File: config.mk
export PLATFORM = sky130hd
export DESIGN_NAME = uart_rx
export DESIGN_NICKNAME = d
export VERILOG_FILES = /design/src/rtl/uart_rx.sv
export SDC_FILE = /design/constraint.sdc
export NUM_CORES = 1
export LEC_CHECK = 0
export ABC_AREA = 0
export BUFFER_PORTS_ARGS = -buffer_cell sky130_fd_sc_hd__buf_4
export CELL_PAD_IN_SITES_DETAIL_PLACEMENT = 1
export CELL_PAD_IN_SITES_GLOBAL_PLACEMENT = 2
export CORE_MARGIN = 2
export CORE_UTILIZATION = 25
export CTS_BUF_LIST = sky130_fd_sc_hd__clkbuf_2 sky130_fd_sc_hd__clkbuf_4 sky130_fd_sc_hd__clkbuf_8
export DETAILED_ROUTE_END_ITERATION = 16
export PLACE_DENSITY = 0.56
export SLEW_MARGIN = 5
export SYNTH_ARGS = -nofsm -noshare
export SYNTH_HDL_FRONTEND = slang
export SYNTH_SLANG_ARGS = --single-unit
File: constraint.sdc
create_clock -name clk -period 5.82 [get_ports clk]
set_input_delay 0.582 -clock clk [delete_from_list [all_inputs] [get_ports clk]]
set_output_delay 0.582 -clock clk [all_outputs]
set_load 0.005 [all_outputs]
File: src/rtl/uart_rx.sv
// uart_rx: 8N1 serial receiver (LSB first, 1 start, 8 data, 1 stop, no parity).
// rxd is synchronized through two flops; each good frame produces a one-cycle
// rx_ready strobe with rdata. A bad stop bit sets the sticky ferr flag and the
// receiver waits for the line to return high before hunting for a new start.
// Optional macro UART_RX_MAJORITY_EN: start/data/stop decisions use a 2-of-3
// majority around mid-bit, taken one clock later than the single-sample build.
module uart_rx #(
    parameter int CLK_PER_HALF_BIT = 1041
) (
    input  logic       clk,
    input  logic       rstn,
    input  logic       rxd,
    output logic [7:0] rdata,
    output logic       rx_ready,
    output logic       ferr
);

    localparam int FULL = 2 * CLK_PER_HALF_BIT;
    localparam int CW   = $clog2(FULL);
`ifdef UART_RX_MAJORITY_EN
    // Decide at mid+1 so samples mid-1, mid, mid+1 are all available.
    localparam int START_SAMP = CLK_PER_HALF_BIT;
`else
    localparam int START_SAMP = CLK_PER_HALF_BIT - 1;
`endif
    localparam logic [CW-1:0] C_START = CW'(START_SAMP);
    localparam logic [CW-1:0] C_FULL  = CW'(FULL - 1);

    typedef enum logic [2:0] {S_IDLE, S_START, S_DATA, S_STOP, S_BREAK} state_t;

    state_t          r_state, w_state;
    logic [CW-1:0]   r_cnt, w_cnt;
    logic [2:0]      r_idx, w_idx;
    logic [7:0]      r_shift, w_shift;
    logic [7:0]      r_rdata, w_rdata;
    logic            r_rx_ready, w_rx_ready;
    logic            r_ferr, w_ferr;
    logic            r_rxd_m, r_rxd_s;
    logic            w_bit;

    // Two-flop synchronizer; resets to the idle (high) line level.
    always_ff @(posedge clk or negedge rstn) begin
        if (!rstn) begin
            r_rxd_m <= 1'b1;
            r_rxd_s <= 1'b1;
        end else begin
            r_rxd_m <= rxd;
            r_rxd_s <= r_rxd_m;
        end
    end

`ifdef UART_RX_MAJORITY_EN
    logic [1:0] r_hist;

    // Keep the two previous synchronized samples for the majority vote.
    always_ff @(posedge clk or negedge rstn) begin
        if (!rstn) r_hist <= 2'b11;
        else       r_hist <= {r_hist[0], r_rxd_s};
    end

    assign w_bit = (r_hist[0] & r_hist[1]) | (r_hist[0] & r_rxd_s) | (r_hist[1] & r_rxd_s);
`else
    assign w_bit = r_rxd_s;
`endif

    // State and datapath registers.
    always_ff @(posedge clk or negedge rstn) begin
        if (!rstn) begin
            r_state    <= S_IDLE;
            r_cnt      <= '0;
            r_idx      <= '0;
            r_shift    <= '0;
            r_rdata    <= '0;
            r_rx_ready <= 1'b0;
            r_ferr     <= 1'b0;
        end else begin
            r_state    <= w_state;
            r_cnt      <= w_cnt;
            r_idx      <= w_idx;
            r_shift    <= w_shift;
            r_rdata    <= w_rdata;
            r_rx_ready <= w_rx_ready;
            r_ferr     <= w_ferr;
        end
    end

    // Next-state and datapath decisions; all timing is from the bit counter.
    always_comb begin
        w_state    = r_state;
        w_cnt      = r_cnt;
        w_idx      = r_idx;
        w_shift    = r_shift;
        w_rdata    = r_rdata;
        w_rx_ready = 1'b0;
        w_ferr     = r_ferr;
        case (r_state)
            S_IDLE: begin
                if (!r_rxd_s) begin
                    w_cnt   = '0;
                    w_state = S_START;
                end
            end
            S_START: begin
                if (r_cnt == C_START) begin
                    w_cnt = '0;
                    w_idx = '0;
                    // A high start sample is a glitch: drop back silently.
                    w_state = w_bit ? S_IDLE : S_DATA;
                end else begin
                    w_cnt = r_cnt + CW'(1);
                end
            end
            S_DATA: begin
                if (r_cnt == C_FULL) begin
                    w_cnt   = '0;
                    w_shift = {w_bit, r_shift[7:1]};
                    w_idx   = r_idx + 3'd1;
                    if (r_idx == 3'd7) w_state = S_STOP;
                end else begin
                    w_cnt = r_cnt + CW'(1);
                end
            end
            S_STOP: begin
                if (r_cnt == C_FULL) begin
                    w_cnt = '0;
                    if (w_bit) begin
                        // Leave at mid stop bit so a back-to-back start is caught.
                        w_rdata    = r_shift;
                        w_rx_ready = 1'b1;
                        w_ferr     = 1'b0;
                        w_state    = S_IDLE;
                    end else begin
                        w_ferr  = 1'b1;
                        w_state = S_BREAK;
                    end
                end else begin
                    w_cnt = r_cnt + CW'(1);
                end
            end
            S_BREAK: begin
                if (r_rxd_s) w_state = S_IDLE;
            end
            default: w_state = S_IDLE;
        endcase
    end

    assign rdata    = r_rdata;
    assign rx_ready = r_rx_ready;
    assign ferr     = r_ferr;

endmodule

==> flow_summary.json <==
{
  "outcome": "completed",
  "switchingPower_mw": 0.106,
  "powerDensity_nw_per_um2": 217,
  "rows": 31,
  "synth_edf_count": 0,
  "worstSetupEndpointType": "register",
  "cts_sinks": 38,
  "reg2regPathDepth": 7,
  "syn_area_per_cell_um2": 10.5,
  "coreArea_um2": 7250,
  "rsz0062_at_grt": "false",
  "start_kind": "register",
  "ys.flop_type": "dfrtp_1",
  "synth-seq-cells": 38,
  "ant_nets": 0,
  "finalHoldViolCount": 0,
  "grt_use_total_pct": 11.6,
  "clk_latency_ps": 290,
  "viasPerCell": 4.70,
  "stdcell_count": 290,
  "clockPowerShare_pct": 41.7,
  "critPathRequiredTime_ps": 6000,
  "finalSetupViolations": 0,
  "fin_crit_sh_pct": 35.8,
  "dp.final_hpwl_mm": 2.99,
  "totalNegativeSetupSlack_ps": 0,
  "dieArea_um2": 8220,
  "synth_cells": 179,
  "grt_overflow_total": 0,
  "layout-drive-gt1-share_pct": 20.4,
  "combPwrFrac_pct": 1.4,
  "report.final.slew_viol_count": 0,
  "nets": 198,
  "grt_max_degree": 39,
  "cp_max_fo": 9,
  "max_freq_mhz": 480,
  "critPathKind": "register to register",
  "netlist_area_um2": 1880,
  "gp_congestion": 0.721,
  "p_int_mw": 0.361,
  "port_buffers": 12,
  "slew_headroom_pct": 48.6,
  "start_util_pct": 25.9,
  "firstDrtPassIters": 4,
  "min_period_ps": 2080,
  "drt_wl_total_mm": 4.34,
  "cts-root-buf": "clkbuf_8",
  "n_antenna_cell": 0,
  "cts_hold_buf": 0,
  "clk_pin_slew_ps": 80,
  "cts_tree": "done",
  "synthArstFlopShare_pct": 100,
  "ys.warnings.count": 0,
  "grt_pass1_wl_mm": 7.60,
  "cts_max_path_buffers": 2,
  "wl_per_cell_um": 15.0,
  "worstMarginPinSlew_ps": 769,
  "yosysUniqueCellTypes": 45,
  "cp.arrival_ps": 2270,
  "final_cell_mix": "38 x nand2_1, 36 x dfrtp_1, 12 x buf_4",
  "fin_skew_ps": 3.02,
  "max-cap-violations": 0,
  "final_common_cell": "nand2_1",
  "p_leak_nw": 1.03,
  "fillCellCount": 840,
  "syn2layout_area_growth_pct": 14.7,
  "cts_resized": 0,
  "dp.cells": 282,
  "power_frac_seq_pct": 57.0,
  "cts_buffers": 5,
  "hold_path.class": "input pin to asynchronous set/reset pin",
  "die_x_um": 90.6,
  "grt_pass1_vias": 1442,
  "drcViolationCount": 0,
  "drt_iter0_drc": 47,
  "synth_nets": 187,
  "io_pins": 13,
  "ys_seq_area_share_pct": 50.8,
  "routed-via-count": 1363,
  "swShare_pct": 22.6,
  "die_h_um": 90.6,
  "post-cts-setup-buffer-count": 0,
  "ir_drop_mv": 0.0681,
  "antenna_found_initial": 0,
  "htreeDepth": 2
}
[per-layer routing]
metal | wire (um) | share of wire [%] | GRT usage [%] | up-vias
met2 | 2020 | 46 | 18.0 | 12
met4 | 31 | 0.71 | 3.85 | 0
met1 | 2190 | 50 | 15.8 | 693
met3 | 109 | 2.5 | 3.17 | 2
li1 | - | - | - | 656
met5 | 0 | 0 | 0 | -
[flip-flops by register name, indices dropped and copies added, names as in the netlist]
signal	flops
rx_ready	1
r_cnt	12
ferr	1
r_idx	3
r_shift	8
rdata	8
r_rxd_m	1
r_state	3
r_rxd_s	1
[cell type report]
type | count | area, um^2 | area share, %
sequential | 38 | 953 | 44.3
multi-input combinational | 128 | 871 | 40.5
clock inverter | 2 | 12.5 | 0.581
tap | 99 | 124 | 5.76
timing repair buffer | 12 | 90.1 | 4.19
inverter | 5 | 18.8 | 0.872
clock buffer | 6 | 82.6 | 3.84
[cell usage after synthesis (3+ instances only)]
library cell / n / area share, %
nand4_1: 3 / 1.0
buf_2: 3 / 0.80
nand2_1: 38 / 7.6
mux2_4: 8 / 6.4
nor4_1: 3 / 1.0
nand3_1: 5 / 1.3
o21ai_1: 5 / 1.3
ha_1: 5 / 3.3
inv_1: 3 / 0.60
a31oi_1: 3 / 1.0
nor2_1: 11 / 2.2
clkbuf_1: 5 / 1.0
o31ai_1: 4 / 1.6
a22o_1: 5 / 2.3
or4_1: 3 / 1.2
dfrtp_1: 36 / 48
[final timing paths]
path	startpoint	endpoint	slack [ps]
worst max-delay path	r_cnt[1]	r_cnt[10]	3740
worst min-delay path	rstn	r_cnt[9]	250
worst max register to register	r_cnt[1]	r_cnt[10]	3740
worst min register to register	r_rxd_m	r_rxd_s	360
max in group asynchronous	rstn	r_rxd_m	5210
min in group clk	r_rxd_m	r_rxd_s	360
[power groups by stage]
stage | logic, mW | registers (mW) | clock network, mW
final | 0.00638 | 0.266 | 0.195
after floorplan | 0.00107 | 0.270 | 0
after global routing | 0.00770 | 0.266 | 0.213
after detailed placement | 0.00719 | 0.271 | 0
after CTS | 0.00722 | 0.266 | 0.204
after global placement | 0.00697 | 0.271 | 0
[metrics by stage]
| stage | util [%] | worst slack [ps] | hold WS, ps | cell area, um^2 | power (mW) |
|---|---|---|---|---|---|
| finish | 29.7 | 3740 | 254 | 2150 | 0.467 |
| global route | 29.7 | 3520 | 285 | 2150 | 0.487 |
| CTS | 29.7 | 3730 | 278 | 2150 | 0.477 |
| detailed placement | 28.4 | 3720 | 351 | 2060 | 0.279 |
| global placement | 28.4 | 3780 | 345 | 2060 | 0.278 |
| floorplan | - | 3980 | 286 | 1880 | 0.272 |
[critical path, stage by stage, from the launching register on]
cell	delay, ps
dfrtp_1	440
inv_1	100
ha_1	140
and4bb_1	280
nand3_2	170
a21oi_2	420
nor3_1	170
a22o_1	260
[kinds of logic (layout without fill, tap and decap cells)]
logic type,count (synthesis),count (layout),share of synthesized area [%]
AO/OA/AOI/OAI,29,29,11.3
XOR/XNOR,2,2,0.934
adder cells (fa/ha/maj),5,5,3.33
buffers and inverters,13,25,2.80
flip-flops,38,38,50.8
multiplexers,9,9,6.93
AND/OR/NAND/NOR,83,83,23.9
(Power assumes the default switching activity.)
